--- src/rtl/pipe_pkg.sv ---
// pipe_pkg: shared definitions for the elastic pipeline stage register.
//   - state_t     : occupancy state of the 2-entry skid stage
//   - control bit positions inside the control word
//   - default widths for the control word and status flags
//   - occ_of()    : maps a state onto its held-entry count
package pipe_pkg;

    typedef enum logic [1:0] {
        EMPTY = 2'b00,
        ONE   = 2'b01,
        TWO   = 2'b10
    } state_t;

    // Control word layout
    localparam int REG_WRITE   = 0;
    localparam int MEM_WRITE   = 1;
    localparam int MEM_TO_REG  = 2;
    localparam int ALU_SRC     = 3;
    localparam int ALU_CTRL_LO = 4;
    localparam int ALU_CTRL_HI = 5;

    localparam int DEF_CTRL_W   = 6;
    localparam int DEF_STATUS_W = 4;

    function automatic logic [1:0] occ_of(input state_t s);
        logic [1:0] n;
        case (s)
            ONE:     n = 2'd1;
            TWO:     n = 2'd2;
            default: n = 2'd0;
        endcase
        return n;
    endfunction

endpackage

--- src/rtl/pipe_slot.sv ---
// pipe_slot: one payload register {ctrl, data, status} with load enable.
//   clk, reset_n           : clock, asynchronous active-low reset (clears to 0)
//   load                   : capture d_* on the rising edge
//   d_ctrl/d_data/d_status : next payload
//   q_ctrl/q_data/q_status : held payload
module pipe_slot
    import pipe_pkg::*;
#(
    parameter int CTRL_W   = DEF_CTRL_W,
    parameter int DATA_W   = 32,
    parameter int STATUS_W = DEF_STATUS_W
) (
    input  logic                clk,
    input  logic                reset_n,
    input  logic                load,
    input  logic [CTRL_W-1:0]   d_ctrl,
    input  logic [DATA_W-1:0]   d_data,
    input  logic [STATUS_W-1:0] d_status,
    output logic [CTRL_W-1:0]   q_ctrl,
    output logic [DATA_W-1:0]   q_data,
    output logic [STATUS_W-1:0] q_status
);

    always_ff @(posedge clk or negedge reset_n) begin
        if (!reset_n) begin
            q_ctrl   <= '0;
            q_data   <= '0;
            q_status <= '0;
        end else if (load) begin
            q_ctrl   <= d_ctrl;
            q_data   <= d_data;
            q_status <= d_status;
        end
    end

endmodule

--- src/rtl/pipe_stage_reg.sv ---
// pipe_stage_reg: elastic pipeline stage register with a 2-entry skid buffer.
//   clk, reset_n      : clock, asynchronous active-low reset
//   flush             : squash all held entries (beats every handshake)
//   stat_clear        : zero stall_cycles (beats a simultaneous increment)
//   in_valid/in_ready : upstream handshake; in_ready is registered
//   in_ctrl/data/status  : incoming entry
//   out_valid/out_ready  : downstream handshake
//   out_ctrl/data/status : head entry; out_ctrl is zero while out_valid=0
//   occupancy         : held entries (0..2)
//   stall_cycles      : saturating count of cycles with out_valid & !out_ready
module pipe_stage_reg
    import pipe_pkg::*;
#(
    parameter int CTRL_W   = DEF_CTRL_W,
    parameter int DATA_W   = 32,
    parameter int STATUS_W = DEF_STATUS_W,
    parameter int CNT_W    = 8
) (
    input  logic                clk,
    input  logic                reset_n,
    input  logic                flush,
    input  logic                stat_clear,
    input  logic                in_valid,
    output logic                in_ready,
    input  logic [CTRL_W-1:0]   in_ctrl,
    input  logic [DATA_W-1:0]   in_data,
    input  logic [STATUS_W-1:0] in_status,
    output logic                out_valid,
    input  logic                out_ready,
    output logic [CTRL_W-1:0]   out_ctrl,
    output logic [DATA_W-1:0]   out_data,
    output logic [STATUS_W-1:0] out_status,
    output logic [1:0]          occupancy,
    output logic [CNT_W-1:0]    stall_cycles
);

    localparam logic [CNT_W-1:0] CNT_INC = {{(CNT_W-1){1'b0}}, 1'b1};

    state_t state, state_nx;
    logic   accept, take;
    logic   main_load, skid_load, main_from_skid;

    logic [CTRL_W-1:0]   main_ctrl, skid_ctrl, main_d_ctrl;
    logic [DATA_W-1:0]   main_data, skid_data, main_d_data;
    logic [STATUS_W-1:0] main_status, skid_status, main_d_status;

    assign out_valid = (state != EMPTY);
    assign accept    = in_valid && in_ready;
    assign take      = out_valid && out_ready;

    always_comb begin
        state_nx       = state;
        main_load      = 1'b0;
        skid_load      = 1'b0;
        main_from_skid = 1'b0;
        if (flush) begin
            state_nx = EMPTY;
        end else begin
            case (state)
                EMPTY: if (accept) begin
                    state_nx  = ONE;
                    main_load = 1'b1;
                end
                ONE: begin
                    if (accept && take) begin
                        main_load = 1'b1;
                    end else if (accept) begin
                        state_nx  = TWO;
                        skid_load = 1'b1;
                    end else if (take) begin
                        state_nx = EMPTY;
                    end
                end
                TWO: if (take) begin
                    state_nx       = ONE;
                    main_load      = 1'b1;
                    main_from_skid = 1'b1;
                end
                default: state_nx = EMPTY;
            endcase
        end
    end

    always_ff @(posedge clk or negedge reset_n) begin
        if (!reset_n) begin
            state    <= EMPTY;
            in_ready <= 1'b1;
        end else begin
            state    <= state_nx;
            // Registered from next state so out_ready never reaches in_ready combinationally.
            in_ready <= (state_nx != TWO);
        end
    end

    // Main either takes the fresh input or is refilled from skid on a drain.
    assign main_d_ctrl   = main_from_skid ? skid_ctrl   : in_ctrl;
    assign main_d_data   = main_from_skid ? skid_data   : in_data;
    assign main_d_status = main_from_skid ? skid_status : in_status;

    pipe_slot #(.CTRL_W(CTRL_W), .DATA_W(DATA_W), .STATUS_W(STATUS_W)) u_main (
        .clk      (clk),
        .reset_n  (reset_n),
        .load     (main_load),
        .d_ctrl   (main_d_ctrl),
        .d_data   (main_d_data),
        .d_status (main_d_status),
        .q_ctrl   (main_ctrl),
        .q_data   (main_data),
        .q_status (main_status)
    );

    pipe_slot #(.CTRL_W(CTRL_W), .DATA_W(DATA_W), .STATUS_W(STATUS_W)) u_skid (
        .clk      (clk),
        .reset_n  (reset_n),
        .load     (skid_load),
        .d_ctrl   (in_ctrl),
        .d_data   (in_data),
        .d_status (in_status),
        .q_ctrl   (skid_ctrl),
        .q_data   (skid_data),
        .q_status (skid_status)
    );

    // A bubble must never carry write enables downstream.
    assign out_ctrl   = out_valid ? main_ctrl : '0;
    assign out_data   = main_data;
    assign out_status = main_status;
    assign occupancy  = occ_of(state);

    always_ff @(posedge clk or negedge reset_n) begin
        if (!reset_n) begin
            stall_cycles <= '0;
        end else if (stat_clear) begin
            stall_cycles <= '0;
        end else if (out_valid && !out_ready && (stall_cycles != '1)) begin
            stall_cycles <= stall_cycles + CNT_INC;
        end
    end

endmodule

--- config.mk ---
export PLATFORM = sky130hd
export DESIGN_NAME = pipe_stage_reg
export DESIGN_NICKNAME = d
export VERILOG_FILES = /design/src/rtl/pipe_pkg.sv /design/src/rtl/pipe_slot.sv /design/src/rtl/pipe_stage_reg.sv
export SDC_FILE = /design/constraint.sdc
export NUM_CORES = 1
export LEC_CHECK = 0
export CORE_MARGIN = 2
export CORE_UTILIZATION = 51
export DETAILED_ROUTE_END_ITERATION = 8
export MAX_ROUTING_LAYER = met4
export PLACE_DENSITY = 0.82
export SYNTH_ARGS = -nofsm -noshare
export SYNTH_HDL_FRONTEND = slang
export SYNTH_SLANG_ARGS = --single-unit
--- constraint.sdc ---
create_clock -name clk -period 1.8 [get_ports clk]
set_input_delay 0.18 -clock clk [delete_from_list [all_inputs] [get_ports clk]]
set_output_delay 0.18 -clock clk [all_outputs]
set_load 0.01 [all_outputs]
## Word level (Yosys, flattened, before mapping)

Cells that the tools add are included.

- Bits in registers: 95
- Input port bits: 48
- Output and inout port bits: 54
- Word-level logic and storage cells: 47

- Add/sub/neg operators: 1
- Equality and inequality tests: 4
- Muxes and demuxes: 24
- Reduce and logical (&&, ||, !) cells: 9

Operators with widths:

| cell | number |
|---|---|
| 32-bit 2-to-1 mux | 1 |
| 8-bit 2-to-1 mux | 2 |
| 2-bit 2-to-1 mux | 6 |
| 6-bit 2-to-1 mux | 2 |
| 1-bit 2-to-1 mux | 9 |
| 8-bit by 1-bit adder with 8-bit output (second input constant) | 1 |
| 8-bit != test (second input constant) | 1 |
| 2-bit one-hot mux with 3 select lines | 1 |
| 1-bit logical AND | 5 |
| 4-bit 2-to-1 mux | 1 |
| 2-bit one-hot mux with 2 select lines | 1 |
| 2-bit nonzero test | 2 |
| 1-bit one-hot mux with 3 select lines | 1 |
| 2-bit by 1-bit == test with 1-bit output (second input constant) | 1 |
| 2-bit == test (second input constant) | 1 |
| 2-bit logical NOT | 1 |
| 2-bit != test (second input constant) | 1 |
| 1-bit logical NOT | 1 |

## Longest topological paths before layout

Gate-level depths: netlist (run 1).

- Word-level depth: 8
- Depth in mapped cells: 7
- Gate-level depth less buffers: 5

## By module

Synthesis (run 1) repeated with hierarchy kept, for this count alone.

- Cells, all modules: 302
- Area, all modules: 4764.6 um2

By module, submodules not included:

| module | instances | cells an instance | area each (um2) | sequential area each (um2) |
|---|---|---|---|---|
| pipe_slot | 2 | 89 | 1765.4 | 1051.0 |
| pipe_stage_reg | 1 | 124 | 1233.7 | 276.5 |

## Worst setup path after synthesis (run 1)

No wires, ideal clock.

- Kind: register to register
- From: register state[0]
- To: register u_skid.q_ctrl[0]
- Library setup time: 0.125 ns
- Arrival time: 1.396 ns
- Data required time: 1.675 ns
- Setup slack: 0.279 ns
- Stages on the path, launching flop included: 6
- Buffers on the path: 1
- Period minus slack after synthesis: 1.521 ns
- Cell sequence: dfrtp_1 > nor2b_2 > and3_1 > nand2_2 > buf_6 > mux2_4

- Word-level cells in the longest chain between the ends: 6
- Elaborated cells between the ends (all ways): 7
- Classes of those cells: eq/ne: 1; mux: 3; reduce/logical: 3

RTL lines:

| element | RTL line | RTL |
|---|---|---|
| start: declaration | pipe_stage_reg.sv:39 | `state_t state, state_nx;` |
| start signal: assignment | pipe_stage_reg.sv:89 | `state <= state_nx;` |
| 2-bit nonzero test | pipe_stage_reg.sv:47 | `assign out_valid = (state != EMPTY);` |
| 1-bit logical AND | pipe_stage_reg.sv:49 | `assign take = out_valid && out_ready;` |
| 1-bit logical AND | pipe_stage_reg.sv:65 | `if (accept && take) begin` |
| 1-bit 2-to-1 mux | pipe_stage_reg.sv:65 |  |
| 1-bit 2-to-1 mux * | pipe_stage_reg.sv:59 | `case (state)` |
| 1-bit 2-to-1 mux * | pipe_stage_reg.sv:56 | `if (flush) begin` |
| end signal: assignment | pipe_slot.sv:30 | `q_ctrl <= d_ctrl;` |
| end: declaration | pipe_slot.sv:19 | `output logic [CTRL_W-1:0] q_ctrl,` |

Mark *: on every way between the ends. The rest lies on a longest branch, timed or not.
A chain may end at the register's enable or synchronous reset.

## Worst setup path after layout (run 1)

- From: register state[1]
- To: output out_ctrl[3]

- Word-level cells in the longest chain between the ends: 2

RTL lines:

| element | RTL line | RTL |
|---|---|---|
| 2-bit nonzero test | pipe_stage_reg.sv:47 |  |
| 6-bit 2-to-1 mux | pipe_stage_reg.sv:125 | `assign out_ctrl = out_valid ? main_ctrl : '0;` |
| end: declaration | pipe_stage_reg.sv:30 | `output logic [CTRL_W-1:0] out_ctrl,` |

Every way passes these cells.

==> results of run 1 <==
what timing repair did:
item / CTS / global route
endpoints found under the hold margin: 28 / 0
setup endpoints to repair: 7 / 6
resized for setup: 5 / 5
hold buffers: 1 / 0
setup buffers: 2 / 3
gates cloned: 0 / 1
Yosys cell counts (2+ instances only):
cell type and n:
dfrtp_1 94, mux2i_1 44, nand2_2 43, o21ai_2 42
mux2_4 40, nor2_1 8, nor2b_1 7, buf_12 6
buf_6 5, clkbuf_4 4, inv_1 4, mux2_1 3
nand2_1 3, nand4_1 3, nor3_1 3, a211oi_1 2
a21oi_1 2, a31oi_1 2, and3_1 2, buf_2 2
buf_4 2, mux2_2 2, nand3_1 2, o21ai_0 2
routing by layer:
layer	vias up	wire length (um)	global-route usage (%)
met2	81	4590	32.2
met3	10	459	3.83
met5	-	0	-
met1	1484	4270	27.1
met4	0	96	5.37
li1	1449	-	-
worst max-delay path by stage:
stage,start,end,slack [ns]
floorplan,state[0],u_skid.q_ctrl[0],0.28
global placement,out_ready,u_main.q_ctrl[1],0.03
detailed placement,flush,u_main.q_data[20],-0.03
CTS,state[1],out_ctrl[2],0.006
global route,state[1],out_ctrl[3],0.008
finish,state[1],out_ctrl[3],0.06
cell usage in the layout, fill, tap and decap left out, types with 3 or more instances in the layout:
master	synthesis	final
inv_1	4	4
nand2_1	3	3
o21ai_2	42	42
dlymetal6s2s_1	0	4
nor2b_1	7	7
clkdlybuf4s50_1	0	92
clkbuf_8	0	10
nand2_2	43	42
mux2i_1	44	44
nand4_1	3	3
nor3_1	3	3
mux2_4	40	40
nor2_1	8	8
buf_4	2	16
buf_12	6	9
dfrtp_1	94	93
dlygate4sd2_1	0	4
mux2_1	3	3
through the flow:
| stage | instances | cell area (sq um) | util (%) |
|---|---|---|---|
| after CTS | 573 | 6110 | 67.1 |
| after global placement | 554 | 5870 | 64.4 |
| after global routing | 577 | 6170 | 67.8 |
| after detailed placement | 554 | 5870 | 64.4 |
| after floorplan | 345 | 4720 | - |
| final | 577 | 6170 | 67.8 |
power breakdown:
part | switching (W) | total [W] | internal (W)
logic | 0.000566 | 0.00156 | 0.000996
registers | 0.000308 | 0.00291 | 0.00261
clock network | 0.000712 | 0.00153 | 0.000822
state kept, by name (all words and copies together), names as in the netlist:
| name | flops |
|---|---|
| u_skid.q_ctrl | 6 |
| stall_cycles | 8 |
| in_ready | 1 |
| u_main.q_status | 4 |
| u_main.q_ctrl | 6 |
| u_skid.q_status | 4 |
| u_main.q_data | 32 |
| state | 2 |
| u_skid.q_data | 32 |
cell type report:
type                    count  area share [%]
clock buffers              11            2.29
repair buffers            127            21.7
multi-input cells         224            33.6
inverters                   4           0.243
flip-flops and latches     95            38.5
well taps                 111            2.25
clock inverters             5            1.32
cells by family (layout without fill, tap and decap cells):
family	after synthesis	in the layout	synth area share (%)
compound gates	55	55	10.2
xor+xnor	1	1	0.186
fa+ha+maj	1	1	0.265
buf+inv	26	147	5.70
flops	95	95	50.4
mux	89	89	23.3
simple gates	78	78	9.92
==> metrics.cfg, run 1 <==
[critical_path]
worstReg2RegEnd = u_skid.q_data[3]
arrival_ns = 1.56
critPathTopFamily = buffers and inverters
crit_type = register to output pin
crit_path_end_kind = output pin
crit_cells = 4
worst-r2r-setup-slack_ns = 0.12
crit_path_max_incr_delay_ns = 0.54
regToRegStartpoint = state[0]
critPathMaxFanout = 7
cp.required_ns = 1.62
worst-path-buf-inv = 2
start_kind = register
cpMaxStageDelayCell = clkdlybuf4s50_1
path_cells = nor2_1 -> buf_4 -> nor2b_1 -> clkdlybuf4s50_1
r2r_cells = 6

[drt]
drt-wirelength-per-cell_um = 16.3
drtIter0Drc = 106
antenna_left = 0
drc_errors = 0
wirelength_um = 9420
viasPerCell = 5.24
drt-pass1-iter-count = 4
vias = 3024

[yosys]
synthTopCellsByArea = dfrtp_1 (50%), mux2_4 (13%), mux2i_1 (9.3%)
yosysWarnings = 0
synth-async-reset-ratio_pct = 100
yosys.area.top_type = dfrtp_1
yosysUniqueCellTypes = 42
avgSynthCellArea_sq_um = 13.7
ys_seq_area_share_pct = 50.4
synth-edff-count = 0
synthCells = 345
synth_flop_cell = dfrtp_1
syn_area_sq_mm = 0.00472
synth.top_cell.area_share_pct = 49.9
syn_nets = 394
ys_ff_latch = 95

[run]
cap_violations = 0

[grt]
grt_usage_pct = 20.3
antenna_found_initial = 0
grt_max_degree = 53
grt_pass1_wl_um = 15600
overflow = 0
first_global_vias = 3186

[cts]
cts_num_sinks = 95
cts_max_level = 3
path_clk_slew_ns = 0.10
clk_latency_ns = 0.35
clockRootBuffer = clkbuf_8
cts_tree = built
cts_made_buffers = 9
cts_buffer_depth = 2

[placed_design]
dp_hpwl_um = 6600
gp_congestion = 0.858
pre_cts_slack_ns = -0.0304
io_buffer_count = 101

[timing]
hold_viol_final = 0
relSlewSlack_pct = 74.1
worst_slew_pin_slew_ns = 0.388
worst_hold_slack_ns = 0.281
rsz0062_at_grt = no
finalWorstSetupSlack_ns = 0.0638
post-route-min-period_ns = 1.74
fin_skew_ns = 0.0125
fin_crit_sh_pct = 96.5
fmax_mhz = 576
setup_viol = 0
tns_ns = 0
drv_slew = 0

[power_and_ir_drop]
p_per_area_mw_per_mm2 = 973
p_total_w = 0.00601
power.leakage_nw = 2.81
peakVddDrop_v = 0.000557

[worst_hold_path]
hold_path_class = input port to async pin

[final_layout]
fill_cells = 676
seq_area_sq_mm = 0.00238
area_growth_pct = 30.9
final_net_count = 510
drive_gt1_share_pct = 37.1
multi_input_area_sq_mm = 0.00208
n_antenna_cell = 0

[floorplan]
die_x_um = 100
num_rows = 35
start_util_pct = 51.8
die_y_um = 100
dieArea_sq_mm = 0.0100
io-pin-count = 102
core_area_sq_mm = 0.00911

[run_status]
status = finished clean

Note: power is estimated with default switching activity, not from simulation.
==> run 2, diff against run 1 <==
CORE_MARGIN = 1.5   (was 2)
==> run 2 against run 1 <==
Final cell count up 0.52%. Wire length increased by 0.66%. Die area decreased by 2.0%. Critical endpoint is now u_skid.q_status[3]. Fmax decreased by 0.15%. Clock power fell by 3%. Clock skew down 0.0027 ns. Worst hold slack better by 0.014 ns. Via count is 0.89% higher. Critical path depth is 2 higher. Sequential power hardly changed. Utilization grew 2.2 points.
==> metrics.cfg, run 2 (synthesis gave the netlist of run 1 again) <==
[cts]
clk_latency_ns = 0.36  ; was 0.35 ns
cts_made_buffers = 9  ; unchanged
cts_num_sinks = 95  ; unchanged
cts_buffer_depth = 2  ; unchanged
cts_tree = built  ; unchanged
cts_max_level = 3  ; unchanged
path_clk_slew_ns = 0.09  ; was 0.10 ns
clockRootBuffer = clkbuf_8  ; unchanged

[critical_path]
critPathMaxFanout = 25  ; was 7
critPathTopFamily = simple AND/OR/NAND/NOR gates  ; was buffers and inverters
cp.required_ns = 2.04  ; was 1.62 ns
start_kind = register  ; unchanged
cp-startpoint = state[0]  ; was state[1]
worstReg2RegEnd = u_skid.q_status[3]  ; was u_skid.q_data[3]
path_cells = buf_4 -> nor2b_2 -> and3_1 -> nand2_2 -> buf_12 -> mux2_1  ; was nor2_1 -> buf_4 -> nor2b_1 -> clkdlybuf4s50_1
crit_path_max_incr_delay_ns = 0.40  ; was 0.54 ns
worst-path-buf-inv = 2  ; unchanged
cpMaxStageDelayCell = dfrtp_1  ; was clkdlybuf4s50_1
regToRegStartpoint = state[0]  ; unchanged
crit_type = register to register  ; was register to output pin
worst-r2r-setup-slack_ns = 0.06  ; was 0.12 ns
arrival_ns = 1.98  ; was 1.56 ns
r2r_cells = 6  ; unchanged
crit_path_end_kind = register  ; was output pin

[drt]
drt-pass1-iter-count = 4  ; unchanged
antenna_left = 0  ; unchanged
wirelength_um = 9480  ; was 9420 um
vias = 3051  ; was 3024
drc_errors = 0  ; unchanged
viasPerCell = 5.26  ; was 5.24
drtIter0Drc = 118  ; was 106
drt-wirelength-per-cell_um = 16.4  ; was 16.3 um

[timing]
fmax_mhz = 575  ; was 576 MHz
drv_slew = 0  ; unchanged
rsz0062_at_grt = no  ; unchanged
fin_skew_ns = 0.00976  ; was 0.0125 ns
relSlewSlack_pct = 72.0  ; was 74.1%
tns_ns = 0  ; unchanged
setup_viol = 0  ; unchanged
worst_slew_pin_slew_ns = 0.420  ; was 0.388 ns
hold_viol_final = 0  ; unchanged
fin_crit_sh_pct = 96.6  ; was 96.5%
post-route-min-period_ns = 1.74  ; about the same

[floorplan]
dieArea_sq_mm = 0.00983  ; was 0.0100 sq mm
io-pin-count = 102  ; unchanged
die_y_um = 99.2  ; was 100 um
core_area_sq_mm = 0.00885  ; was 0.00911 sq mm
start_util_pct = 53.3  ; was 51.8%
die_x_um = 99.2  ; was 100 um
num_rows = 34  ; was 35

[final_layout]
n_antenna_cell = 0  ; unchanged
area_growth_pct = 31.3  ; was 30.9%
fill_cells = 665  ; was 676
fin_util_pct = 70.0  ; was 67.8%
seq_area_sq_mm = 0.00238  ; unchanged
most-common-layout-cells = dfrtp_1 (93), clkdlybuf4s50_1 (92), mux2i_1 (44), nand2_2 (43), o21ai_2 (42)  ; was dfrtp_1 (93), clkdlybuf4s50_1 (92), mux2i_1 (44), nand2_2 (42), o21ai_2 (42)
final_common_cell = dfrtp_1  ; unchanged
drive_gt1_share_pct = 37.9  ; was 37.1%
final_net_count = 516  ; was 510
multi_input_area_sq_mm = 0.00207  ; was 0.00208 sq mm
top_regs = u_main.q_data (32), u_skid.q_data (32), stall_cycles (8)  ; unchanged

[placed_design]
gp_congestion = 0.807  ; was 0.858
dp_hpwl_um = 6670  ; was 6600 um
io_buffer_count = 101  ; unchanged

[power_and_ir_drop]
power.leakage_nw = 2.81  ; about the same
peakVddDrop_v = 0.000629  ; was 0.000557 V
p_per_area_mw_per_mm2 = 967  ; was 973 mW/mm^2

[grt]
grt_max_degree = 51  ; was 53
antenna_found_initial = 0  ; unchanged
grt_pass1_wl_um = 15800  ; was 15600 um
grt_usage_pct = 21.1  ; was 20.3%
first_global_vias = 3240  ; was 3186
overflow = 0  ; unchanged

[run_status]
status = finished clean  ; unchanged

[worst_hold_path]
hold_path_class = input port to async pin  ; unchanged

[run]
cap_violations = 0  ; unchanged

-- run 2: cell count changes in the layout (fill, tap and decap cells not counted), sizes merged --
cell / change
dlygate4sd2: +1
bufinv: -1
clkinv: -2
buf: +7
dlymetal6s2s: -1
clkbuf: +2
-- run 2: through the flow --
| step | cells | cell area, sq um | setup slack [ns] | hold slack (ns) | total power [W] |
|---|---|---|---|---|---|
| 6_report | 580 | 6190 | 0.0612 | 0.294 | 0.00599 |
| 5_1_grt | 580 | 6190 | 0.00216 | 0.296 | 0.00631 |
| 4_1_cts | 577 | 6160 | 0.0132 | 0.298 | 0.00605 |
| 3_5_place_dp | 557 | 5920 | 0.00794 | 0.145 | 0.00454 |
| 3_3_place_gp | 557 | 5920 | 0.0567 | 0.144 | 0.00446 |
| 2_1_floorplan | 345 | 4720 | 0.279 | -0.116 | 0.00382 |
-- run 2: area by class of cell --
cell class / count / area share, %
sequential: 95 / 38.4
multi-input combinational: 224 / 33.5
timing repair buffer: 133 / 22.2
clock buffer: 14 / 2.79
tap: 108 / 2.18
clock inverter: 2 / 0.606
inverter: 4 / 0.242
-- run 2: per-layer routing --
layer	global-route usage, %	share of wire, %	vias up	routed length, um
li1	-	-	1458	-
met1	26.0	44	1486	4170
met2	33.7	49	91	4620
met3	6.61	5.8	16	549
met4	6.61	1.5	0	145
met5	-	0	-	0
-- run 2: how the worst max path moves through the flow --
stage | endpoint | slack [ns] | cells after the start
finish | u_skid.q_status[3] | 0.06 | 6
global route | u_skid.q_status[3] | 0.002 | 6
CTS | out_ctrl[3] | 0.01 | 4
detailed placement | u_main.q_data[11] | 0.008 | 7
global placement | u_main.q_data[11] | 0.06 | 6
floorplan | u_skid.q_ctrl[0] | 0.28 | 5
-- run 2: power by group --
| part | internal [W] | switching (W) | leakage, nW | total, W |
|---|---|---|---|---|
| Sequential | 0.00261 | 0.000311 | 1.18 | 0.00292 |
| Combinational | 0.00101 | 0.000573 | 1.52 | 0.00159 |
| Clock | 0.000759 | 0.000724 | 0.103 | 0.00148 |
| Total | 0.00438 | 0.00161 | 2.81 | 0.00599 |
-- run 2: what timing repair did --
action,in CTS,in global routing
hold buffers,1,0
gates resized for setup,6,4
endpoints found under the hold margin,30,0
setup endpoints to repair,7,4
setup buffers,3,3
-- run 2: worst register-to-register path, stage by stage (launching register included) --
cell and delay [ns]:
dfrtp_1 0.40, buf_4 0.16, nor2b_2 0.15, and3_1 0.19, nand2_2 0.13, buf_12 0.24
mux2_1 0.36
==> run 3, diff against run 2 <==
SLEW_MARGIN = 20   (was default)
clock period = 1.9 ns   (was 1.8 ns; I/O delays follow)
==> run 3 against run 2 <==
Global-route usage fell by 0.52 points. Wire length fell by 1.8%. Utilization fell by 0.86 points. Clock power fell by 16%. Die area did not move. Cell area fell by 1.2%.
==> metrics.cfg, run 3 (synthesis gave the netlist of run 1 again) <==
[run_status]
status = finished clean  ; unchanged

[cts]
cts_num_sinks = 95  ; unchanged
cts_max_level = 3  ; unchanged
clk_latency_ns = 0.35  ; was 0.36 ns
path_clk_slew_ns = 0.10  ; was 0.09 ns
clockRootBuffer = clkbuf_8  ; unchanged
cts_made_buffers = 9  ; unchanged
cts_tree = built  ; unchanged
cts_buffer_depth = 2  ; unchanged

[floorplan]
num_rows = 34  ; unchanged
die_y_um = 99.2  ; unchanged
die_x_um = 99.2  ; unchanged
core_area_sq_mm = 0.00885  ; unchanged
io-pin-count = 102  ; unchanged
start_util_pct = 53.3  ; unchanged
dieArea_sq_mm = 0.00983  ; unchanged

[power_and_ir_drop]
p_per_area_mw_per_mm2 = 897  ; was 967 mW/mm^2
p_total_w = 0.00549  ; was 0.00599 W
peakVddDrop_v = 0.000463  ; was 0.000629 V
power.leakage_nw = 2.71  ; was 2.81 nW

[drt]
wirelength_um = 9320  ; was 9480 um
drt-wirelength-per-cell_um = 16.3  ; was 16.4 um
drt-pass1-iter-count = 4  ; unchanged
viasPerCell = 5.28  ; was 5.26
vias = 3020  ; was 3051
drtIter0Drc = 52  ; was 118
antenna_left = 0  ; unchanged
drc_errors = 0  ; unchanged

[grt]
first_global_vias = 3172  ; was 3240
grt_usage_pct = 20.6  ; was 21.1%
grt_max_degree = 65  ; was 51
antenna_found_initial = 0  ; unchanged
grt_pass1_wl_um = 15600  ; was 15800 um
overflow = 0  ; unchanged

[timing]
rsz0062_at_grt = no  ; unchanged
setup_viol = 0  ; unchanged
post-route-min-period_ns = 1.83
fin_skew_ns = 0.00744  ; was 0.00976 ns
hold_viol_final = 0  ; unchanged
fmax_mhz = 546
fin_crit_sh_pct = 96.3
drv_slew = 0  ; unchanged
relSlewSlack_pct = 74.7  ; was 72.0%
worst_slew_pin_slew_ns = 0.375  ; was 0.420 ns
finalWorstSetupSlack_ns = 0.0700  ; was 0.0612 ns
tns_ns = 0  ; unchanged

[placed_design]
pre_cts_slack_ns = 0.0818  ; was 0.00794 ns
io_buffer_count = 101  ; unchanged
gp_congestion = 0.755  ; was 0.807
dp_hpwl_um = 6660  ; was 6670 um

[critical_path]
critPathMaxFanout = 6  ; was 25
crit_path_end_kind = output pin  ; was register
r2r_cells = 6  ; unchanged
arrival_ns = 1.64  ; was 1.98 ns
crit_type = register to output pin  ; was register to register
crit_path_max_incr_delay_ns = 0.54  ; was 0.40 ns
path_cells = buf_4 -> and2b_1 -> clkdlybuf4s50_1  ; was buf_4 -> nor2b_2 -> and3_1 -> nand2_2 -> buf_12 -> mux2_1
worstReg2RegEnd = u_skid.q_status[3]  ; unchanged
cpMaxStageDelayCell = clkdlybuf4s50_1  ; was dfrtp_1
regToRegStartpoint = state[0]  ; unchanged
worst-r2r-setup-slack_ns = 0.17  ; was 0.06 ns
cp.required_ns = 1.71  ; was 2.04 ns
start_kind = register  ; unchanged

[final_layout]
n_antenna_cell = 0  ; unchanged
area_growth_pct = 29.7  ; was 31.3%
top_regs = u_main.q_data (32), u_skid.q_data (32), stall_cycles (8)  ; unchanged
drive_gt1_share_pct = 37.1  ; was 37.9%
final_net_count = 508  ; was 516
most-common-layout-cells = clkdlybuf4s50_1 (99), dfrtp_1 (93), mux2i_1 (44), nand2_2 (43), o21ai_2 (42)  ; was dfrtp_1 (93), clkdlybuf4s50_1 (92), mux2i_1 (44), nand2_2 (43), o21ai_2 (42)
final_common_cell = clkdlybuf4s50_1  ; was dfrtp_1
fill_cells = 649  ; was 665

[run]
cap_violations = 0  ; unchanged

[worst_hold_path]
hold_path_class = input port to async pin  ; unchanged

==> run 3: cell count changes in the layout (fill, tap and decap cells not counted), sizes merged <==
cell / previous run / this run
dlygate4sd2: 5 / 0
clkinv: 0 / 2
clkinvlp: 1 / 3
dlymetal6s2s: 3 / 1
buf: 32 / 24
clkdlybuf4s50: 92 / 99
bufinv: 1 / 0
inv: 4 / 5
clkbuf: 14 / 10
==> run 3: final cells by class <==
class	count	area (sq um)	share of cell area [%]
Sequential cell	95	2380	38.9
Clock inverter	6	45.0	0.736
Multi-Input combinational cell	224	2070	33.9
Tap cell	108	135	2.21
Clock buffer	10	138	2.25
Inverter	4	15.0	0.245
Timing Repair Buffer	125	1330	21.8
==> run 3: worst max-delay path by stage <==
stage,end,startpoint,cells after the start
after floorplan,u_skid.q_ctrl[0],state[0],5
after global placement,u_main.q_data[11],out_ready,6
after detailed placement,u_main.q_data[6],out_ready,7
after CTS,out_ctrl[5],state[1],4
after global routing,out_ctrl[1],state[1],4
final,occupancy[1],state[0],3
==> run 3: timing repair <==
| action | in CTS | in global routing |
|---|---|---|
| setup endpoints to repair | 7 | 1 |
| setup buffers | 2 | 0 |
| endpoints found under the hold margin | 94 | 0 |
| hold buffers | 1 | 0 |
| gates resized for setup | 1 | 1 |
==> run 3: per-stage QoR <==
step,area [sq um],util [%],std cells,hold WS [ns]
finish,6120,69.1,572,0.152
floorplan,4720,-,345,-0.106
global placement,5900,66.7,553,-0.0124
CTS,6110,69.1,572,0.126
global route,6120,69.1,572,0.127
detailed placement,5900,66.7,553,-0.0127
==> run 3: worst max-delay path: cells and delay by family, from the launching register on <==
family / cells / cell delay (ns)
and+or+nand+nor: 1 / 0.20
buffers and inverters: 2 / 0.70
DFF: 1 / 0.39
==> run 3: routing by layer <==
layer	global-route usage [%]	vias up	wire [um]
li1	-	1447	-
met1	26.3	1474	4170
met2	32.3	88	4510
met3	5.76	11	516
met4	6.50	0	115
met5	-	-	0
==> run 3: power by group <==
part,switching [W],internal [W]
logic,0.000534,0.000953
clock network,0.000723,0.000516
registers,0.000293,0.00247
